## src/rtl/mem_access.sv

```systemverilog
// mem_access: memory-access stage of the mriscv pipeline (loads, stores, pass-through to write-back).
// Latency: pass-through 1 cycle; memory op issues mem_req 1 cycle after accept, wb_valid 1 cycle after the mem_ack edge.
// Backpressure: in_ready is low for the whole bus transaction; write-back has no backpressure.
//
// Ports: clk/reset (async active-low); in_* instruction from execute with valid/ready;
//        mem_* single-outstanding req/ack data bus; wb_* one-cycle write-back pulse; misaligned_o fault flag.
// Optional feature: define MEM_MISALIGN_TRAP_EN to trap misaligned accesses instead of force-aligning them.
module mem_access #(
    parameter int ADDR_WIDTH = 32
) (
    input  logic                  clk,
    input  logic                  reset,
    input  logic                  in_valid,
    output logic                  in_ready,
    input  logic                  in_is_load,
    input  logic                  in_is_store,
    input  logic [2:0]            in_func3,
    input  logic [31:0]           in_addr,
    input  logic [31:0]           in_store_data,
    input  logic [4:0]            in_dest,
    output logic                  mem_req,
    output logic                  mem_we,
    output logic [ADDR_WIDTH-1:0] mem_addr,
    output logic [31:0]           mem_wdata,
    output logic [3:0]            mem_wstrb,
    input  logic                  mem_ack,
    input  logic [31:0]           mem_rdata,
    output logic                  wb_valid,
    output logic [4:0]            wb_dest,
    output logic [31:0]           wb_data,
    output logic                  misaligned_o
);

    typedef enum logic {IDLE = 1'b0, BUS = 1'b1} state_t;

    state_t      state;
    logic [2:0]  ld_func3;
    logic [1:0]  ld_off;
    logic [4:0]  ld_dest;
    logic        ld_is_load;

    logic        hs;
    logic        is_mem;
    logic        acc_byte;
    logic        acc_half;
    logic        trap;
    logic [1:0]  off_eff;
    logic [3:0]  strb_n;
    logic [31:0] wdata_n;
    logic [31:0] rsh;
    logic [31:0] load_val;

    assign in_ready = (state == IDLE);
    assign hs       = in_valid && in_ready;
    assign is_mem   = in_is_load || in_is_store;

    // Access size. Stores only recognise sb/sh exactly (everything else is a
    // word); loads decode size from func3[1:0] so lbu/lhu share lb/lh sizing.
    always_comb begin
        acc_byte = 1'b0;
        acc_half = 1'b0;
        if (in_is_store) begin
            acc_byte = (in_func3 == 3'b000);
            acc_half = (in_func3 == 3'b001);
        end else begin
            acc_byte = (in_func3[1:0] == 2'b00);
            acc_half = (in_func3[1:0] == 2'b01);
        end
    end

`ifdef MEM_MISALIGN_TRAP_EN
    assign trap = is_mem && ((acc_half && in_addr[0]) ||
                             (!acc_byte && !acc_half && (in_addr[1:0] != 2'b00)));
`else
    // Without trapping, misaligned accesses are silently force-aligned via off_eff.
    assign trap = 1'b0;
`endif

    // Byte offset after force-alignment to the access size.
    always_comb begin
        if (acc_byte)      off_eff = in_addr[1:0];
        else if (acc_half) off_eff = {in_addr[1], 1'b0};
        else               off_eff = 2'b00;
    end

    always_comb begin
        if (acc_byte) begin
            strb_n  = 4'b0001 << off_eff;
            wdata_n = {4{in_store_data[7:0]}};
        end else if (acc_half) begin
            strb_n  = 4'b0011 << off_eff;
            wdata_n = {2{in_store_data[15:0]}};
        end else begin
            strb_n  = 4'b1111;
            wdata_n = in_store_data;
        end
    end

    // Load extraction: bring the addressed lane down to bit 0, then extend.
    assign rsh = mem_rdata >> {ld_off, 3'b000};

    always_comb begin
        case (ld_func3)
            3'b000:  load_val = {{24{rsh[7]}}, rsh[7:0]};
            3'b001:  load_val = {{16{rsh[15]}}, rsh[15:0]};
            3'b100:  load_val = {24'd0, rsh[7:0]};
            3'b101:  load_val = {16'd0, rsh[15:0]};
            default: load_val = mem_rdata;
        endcase
    end

    always_ff @(posedge clk or negedge reset) begin
        if (!reset) begin
            state        <= IDLE;
            mem_req      <= 1'b0;
            mem_we       <= 1'b0;
            mem_addr     <= '0;
            mem_wdata    <= '0;
            mem_wstrb    <= '0;
            wb_valid     <= 1'b0;
            wb_dest      <= '0;
            wb_data      <= '0;
            misaligned_o <= 1'b0;
            ld_func3     <= '0;
            ld_off       <= '0;
            ld_dest      <= '0;
            ld_is_load   <= 1'b0;
        end else begin
            wb_valid     <= 1'b0;
            misaligned_o <= 1'b0;
            case (state)
                IDLE: begin
                    if (hs) begin
                        if (!is_mem) begin
                            wb_valid <= 1'b1;
                            wb_dest  <= in_dest;
                            wb_data  <= in_addr;
                        end else if (trap) begin
                            wb_valid     <= 1'b1;
                            misaligned_o <= 1'b1;
                            wb_dest      <= '0;
                            wb_data      <= in_addr;
                        end else begin
                            state      <= BUS;
                            mem_req    <= 1'b1;
                            mem_we     <= in_is_store;
                            mem_addr   <= {in_addr[ADDR_WIDTH-1:2], 2'b00};
                            mem_wdata  <= in_is_store ? wdata_n : 32'd0;
                            mem_wstrb  <= in_is_store ? strb_n  : 4'd0;
                            // A request flagged as both load and store is treated as a store.
                            ld_is_load <= !in_is_store;
                            ld_func3   <= in_func3;
                            ld_off     <= off_eff;
                            ld_dest    <= in_dest;
                        end
                    end
                end
                BUS: begin
                    if (mem_ack) begin
                        state    <= IDLE;
                        mem_req  <= 1'b0;
                        wb_valid <= 1'b1;
                        wb_dest  <= ld_is_load ? ld_dest  : 5'd0;
                        wb_data  <= ld_is_load ? load_val : 32'd0;
                    end
                end
                default: state <= IDLE;
            endcase
        end
    end

endmodule

```

## config.mk

```make
export PLATFORM = sky130hd
export DESIGN_NAME = mem_access
export DESIGN_NICKNAME = d
export VERILOG_FILES = /design/src/rtl/mem_access.sv
export SDC_FILE = /design/constraint.sdc
export NUM_CORES = 1
export LEC_CHECK = 0
export BUFFER_PORTS_ARGS = -buffer_cell sky130_fd_sc_hd__buf_2
export CORE_MARGIN = 4
export CORE_UTILIZATION = 44
export DETAILED_ROUTE_END_ITERATION = 7
export PLACE_DENSITY = 0.76
export SLEW_MARGIN = 20
export SYNTH_ARGS = -nofsm -noshare
export SYNTH_HDL_FRONTEND = slang
export SYNTH_SLANG_ARGS = --single-unit
```

## constraint.sdc

```tcl
create_clock -name clk -period 1.6 [get_ports clk]
set_clock_uncertainty 0.1 [all_clocks]
set_input_delay 0 -clock clk [delete_from_list [all_inputs] [get_ports clk]]
set_output_delay 0 -clock clk [all_outputs]
set_load 0.02 [all_outputs]
```

## Word level (Yosys, flattened, before mapping)

Cells that the tools add are included.

| cells by class | value |
|---|---|
| eq/ne operators | 9 |
| shift operators | 3 |
| muxes and demuxes | 33 |
| bitwise operators | 1 |
| reductions and logical operators | 9 |

Operator list:

| kind | count |
|---|---|
| $mux 32 | 7 |
| $pmux 32 s4 | 1 |
| $pmux 32 s2 | 1 |
| $shr 32x5->16 | 1 |
| $mux 5 | 4 |
| $mux 4 | 3 |
| $mux 1 | 11 |
| $pmux 5 s2 | 1 |
| $reduce_and 3->1 | 3 |
| $eq 3x1->1 const B | 2 |
| $eq 3x3->1 const B | 2 |
| $logic_not 3->1 | 2 |
| $pmux 1 s2 | 3 |
| $mux 2 | 2 |
| $ne 2x1->1 const B | 2 |
| $ne 2x2->1 const B | 2 |
| $shl 1x2->4 const A | 1 |
| $shl 2x2->4 const A | 1 |
| $eq 2x1->1 const B | 1 |
| $logic_not 2->1 | 1 |
| $logic_and 1x1->1 | 1 |
| $logic_not 1->1 | 1 |
| $logic_or 1x1->1 | 1 |
| $not 1->1 | 1 |

| storage, ports and cells | value |
|---|---|
| register bits after elaboration | 118 |
| input port bits | 110 |
| output and inout port bits | 110 |

## Logic depth before layout (Yosys ltp)

| depth | value |
|---|---|
| word-level depth | 8 |
| gate-level depth with buffers | 10 |

## Worst setup path after synthesis

OpenSTA, ideal clock, no wires.

| path | value |
|---|---|
| path type | reg2reg |
| start | reg ld_off[0] |
| end | reg wb_data[3] |
| library setup time | 0.119 ns |
| arrival time | 1.568 ns |
| path slack | -0.186 ns |
| cell stages (with the launch flop) | 7 |
| clock period less this slack | 1.786 ns |
| cell sequence | dfrtp_1 buf_2 buf_2 or4b_2 o21ai_0 o221ai_1 o21a_1 |

| on the way | value |
|---|---|
| word-level cells in the longest chain between the ends | 5 |

RTL lines:

| item | line | text |
|---|---|---|
| start: declaration | 38 | `logic [1:0] ld_off;` |
| start signal: assignment | 125 | `ld_off <= '0;` |
| start signal: assignment | 153 | `ld_off <= off_eff;` |
| $shr 32x5->16 | 100 | `assign rsh = mem_rdata >> {ld_off, 3'b000};` |
| $pmux 32 s4 | 103 | `case (ld_func3)` |
| $mux 32 | 164 | `wb_data <= ld_is_load ? load_val : 32'd0;` |
| $mux 32 | 159 | `if (mem_ack) begin` |
| $pmux 32 s2 | 131 | `case (state)` |
| end signal: assignment | 137 | `wb_data <= in_addr;` |
| end signal: assignment | 142 | `wb_data <= in_addr;` |
| end signal: assignment | 164 |  |
| end: declaration | 30 | `output logic [31:0] wb_data,` |

Every way passes these cells. The select of a mux whose other input is x is not followed.
A chain may end at the register's enable or synchronous reset.

## Final worst setup path

| path | value |
|---|---|
| start | reg state |
| end | reg wb_data[13] |

| on the way | value |
|---|---|
| word-level cells in the longest chain between the ends | 4 |

RTL lines:

| item | line | text |
|---|---|---|
| start: declaration | 36 | `state_t state;` |
| start signal: assignment | 114 | `state <= IDLE;` |
| start signal: assignment | 144 | `state <= BUS;` |
| start signal: assignment | 160 | `state <= IDLE;` |
| $not 1->1 (no source line) | n/a |  |
| $logic_and 1x1->1 | 54 | `assign hs = in_valid && in_ready;` |
| $ne 2x1->1 (no source line) | n/a |  |
| $reduce_and 3->1 (no source line) | n/a |  |

Parallel ways exist; a longest one is shown, timed or not.

==> impl_metrics.sql <==
INSERT INTO impl_metrics (metric_group, metric, value, unit) VALUES
('worst_setup_path', 'critPathCaptureType', 'register', ''),
('place', 'dp_worst_setup_slack', '-159', 'ps'),
('timing', 'timing.final.crit_period', '1850', 'ps'),
('place', 'gp_routability_congestion', '0.897', ''),
('global_routing', 'grt_antenna_before_repair', '1', ''),
('yosys', 'asyncSetResetFlopFracSynth', '100', '%'),
('yosys', 'largest_area_contributor_in_the_synthesized_netlist', 'sky130_fd_sc_hd__dfrtp_1', ''),
('worst_setup_path', 'worst_ep_required_time', '1770', 'ps'),
('drt', 'route.detailed.drc', '9', ''),
('pwr', 'cell_area_power_density', '1360', 'mW/mm^2'),
('yosys', 'postSynthRegisterBits', '118', ''),
('yosys', 'ys_top_cells_by_area', 'sky130_fd_sc_hd__dfrtp_1 (53%), sky130_fd_sc_hd__mux2_2 (8.1%), sky130_fd_sc_hd__o21ai_0 (5.4%)', ''),
('timing', 'actual_transition_at_the_worst_max_transition_pin', '602', 'ps'),
('drt', 'detail_route.first_pass.iterations', '8', ''),
('yosys', 'commonest_register_cell_after_synthesis', 'sky130_fd_sc_hd__dfrtp_1', ''),
('global_routing', 'grt_use_total', '30.3', '%'),
('yosys', 'synth_edf_count', '0', ''),
('floorplanning', 'fp.dieW', '121', 'um'),
('outcome', 'status', 'finished, violations left', ''),
('clock_tree', 'h-tree-depth', '4', ''),
('yosys', 'synth_sequential_area_ratio', '53.0', '%'),
('flow_run', 'maxcap_violations', '0', ''),
('floorplanning', 'io-pin-count', '220', ''),
('clock_tree', 'clockRootBuffer', 'sky130_fd_sc_hd__clkbuf_16', ''),
('yosys', 'syn-cell-area', '0.00558', 'mm^2'),
('final_layout', 'multi_input_area', '0.00270', 'mm^2'),
('worst_setup_path', 'worst-setup-path-type', 'reg -> reg', ''),
('clock_tree', 'cts_num_sinks', '118', ''),
('timing', 'timing.final.hold_violations', '0', ''),
('clock_tree', 'cts_tree', 'built', ''),
('drt', 'routed_wirelength', '22700', 'um'),
('timing', 'postLayoutSetupSlackWorst', '-254', 'ps'),
('final_layout', 'regArea', '0.00296', 'mm^2'),
('pwr', 'vdd_drop_max', '0.833', 'mV'),
('final_layout', 'most-common-layout-cells', 'sky130_fd_sc_hd__buf_2 (214), sky130_fd_sc_hd__dfrtp_1 (114), sky130_fd_sc_hd__dlygate4sd3_1 (105)', ''),
('timing', 'max_slew_margin', '59.7', '%'),
('drt', 'number_of_violations_reported_at_the_end_of_detailed_routing_iteration_0', '783', ''),
('timing', 'holdWs', '23.9', 'ps'),
('place', 'place.detailed.instances', '893', ''),
('clock_tree', 'worst_skew_pair.late_latency', '410', 'ps'),
('pwr', 'p_comb_share', '35.9', '%'),
('yosys', 'syn_avg_cell_area', '11.0', 'um^2'),
('pwr', 'power_spent_charging_and_discharging_nets', '4420', 'uW'),
('clock_tree', 'cts_made_buffers', '17', ''),
('timing', 'setup_viol', '48', ''),
('final_layout', 'post_layout_nonfiller_instances', '1047', ''),
('final_layout', 'drive_above_1_share', '45.9', '%'),
('floorplanning', 'placementRows', '40', ''),
('outcome', 'violations', 'DRC, setup timing', ''),
('worst_setup_path', 'cp_data_arrival_time', '2020', 'ps'),
('global_routing', 'grt_pass1_vias', '6332', ''),
('global_routing', 'grt_start_max_net_pins', '48', ''),
('pwr', 'power.share.clock', '30.6', '%'),
('min_path', 'min_path_type', 'in -> reg', ''),
('floorplanning', 'design.die.area', '0.0145', 'mm^2'),
('drt', 'route.antenna.remaining_nets', '0', ''),
('timing', 'rsz_0062_raised_after_global_routing', 'yes', ''),
('pwr', 'internal-power', '8120', 'uW'),
('yosys', 'post_synth_inst_count', '509', ''),
('floorplanning', 'y_dimension_of_the_die', '121', 'um'),
('timing', 'slew_violations', '0', ''),
('yosys', 'netlist-cell-type-count', '47', ''),
('pwr', 'power.share.switching', '35.2', '%'),
('pwr', 'seqPwrFrac', '33.5', '%'),
('final_layout', 'final_common_cell', 'sky130_fd_sc_hd__buf_2', ''),
('drt', 'vias_per_cell', '5.80', ''),
('pwr', 'p_leak', '0.00441', 'uW'),
('final_layout', 'layout.nets', '976', ''),
('drt', 'dr_total_vias', '6069', ''),
('yosys', 'total_of_warnings_raised_by_yosys', '0', ''),
('drt', 'post_drt_wl_per_cell', '21.7', 'um');
[final cells by class]
cell class | count | area share [%]
diodes | 1 | 0.0270
clock buffers | 21 | 4.98
clock inverters | 11 | 1.41
inverters | 14 | 0.744
multi-input cells | 338 | 29.1
flip-flops and latches | 118 | 32.0
well taps | 168 | 2.27
repair buffers | 375 | 29.4
repair inverters | 1 | 0.0541
[synthesized netlist by cell type (2+ instances only)]
library cell	instances
sky130_fd_sc_hd__a22o_1	9
sky130_fd_sc_hd__mux2_2	40
sky130_fd_sc_hd__o21ai_0	60
sky130_fd_sc_hd__inv_1	13
sky130_fd_sc_hd__nor2b_1	3
sky130_fd_sc_hd__buf_2	13
sky130_fd_sc_hd__a2bb2oi_1	6
sky130_fd_sc_hd__mux2i_1	29
sky130_fd_sc_hd__a221oi_1	6
sky130_fd_sc_hd__and3_1	2
sky130_fd_sc_hd__or4b_2	7
sky130_fd_sc_hd__nor2_1	24
sky130_fd_sc_hd__dfrtp_1	118
sky130_fd_sc_hd__and2_1	8
sky130_fd_sc_hd__o221ai_1	7
sky130_fd_sc_hd__o211ai_1	2
sky130_fd_sc_hd__buf_4	4
sky130_fd_sc_hd__clkbuf_1	20
sky130_fd_sc_hd__buf_6	3
sky130_fd_sc_hd__o21ai_1	11
sky130_fd_sc_hd__nand2_1	51
sky130_fd_sc_hd__a21oi_1	20
sky130_fd_sc_hd__a222oi_1	22
sky130_fd_sc_hd__nand2b_1	2
sky130_fd_sc_hd__o21a_1	7
[path summary, 6_finish.rpt]
check                               endpoint         start  depth (start not counted)
worst max-delay path             wb_data[13]         state                          5
worst min-delay path                 mem_req    in_is_load                          4
worst max register to register   wb_data[13]         state                          5
worst min register to register  mem_wstrb[1]  mem_wstrb[1]                          2
max in group asynchronous        wb_data[29]         reset                          3
min in group asynchronous         wb_data[4]         reset                          3
[power by group through the flow]
| stage | clock (uW) | sequential (uW) | combinational [uW] |
|---|---|---|---|
| global placement | 0 | 4150 | 3680 |
| CTS | 3870 | 4160 | 4230 |
| detailed placement | 0 | 4190 | 3770 |
| finish | 3840 | 4200 | 4500 |
| floorplan | 0 | 5000 | 1390 |
| global route | 4040 | 4280 | 4740 |
[stage by stage]
step                instance area [um^2]  utilization (%)  power (uW)  setup TNS [ps]
floorplan                           5710                -        6400           -1420
global placement                    7190             58.9        7830           -1040
detailed placement                  7190             58.9        7960           -3360
CTS                                 9050             74.1       12300           -2980
global route                        9250             75.8       13100           -6840
finish                              9250             75.8       12500           -3510
[critical path: stages (launching register included)]
cell and delay (ps):
sky130_fd_sc_hd__dfrtp_2 430, sky130_fd_sc_hd__buf_4 260, sky130_fd_sc_hd__inv_2 80, sky130_fd_sc_hd__buf_12 160
sky130_fd_sc_hd__a222oi_1 540, sky130_fd_sc_hd__a2bb2oi_2 140
[cell families after synthesis]
| kind of cell | synth area share, % |
|---|---|
| AO/OA/AOI/OAI | 19.5 |
| adder cells (fa/ha/maj) | 0.224 |
| buffers and inverters | 4.67 |
| flip-flops | 53.0 |
| multiplexers | 13.3 |
| other | 0.0672 |
| AND/OR/NAND/NOR | 9.27 |
[metal layers]
metal	up-vias	track usage [%]	wire, um
met5	-	0	0
met4	0	16.8	1230
met3	116	8.75	2180
met2	466	50.0	11100
met1	2887	35.6	8210
li1	2600	-	-
[state kept, by name (all words and copies together), names as in the netlist]
register,cells
ld_dest,5
ld_func3,3
ld_is_load,1
ld_off,2
mem_addr,30
mem_req,1
mem_wdata,32
mem_we,1
mem_wstrb,4
state,1
wb_data,32
wb_dest,5
wb_valid,1
[repair_timing]
action,4_1_cts,5_1_grt
hold buffers,105,1
resized for setup,28,56
setup endpoints to repair,32,74
hold endpoints to repair,232,1
cloned,3,1
buffers inserted,5,11
pin swaps,8,27
No activity file was read; power rests on OpenSTA's default activity.
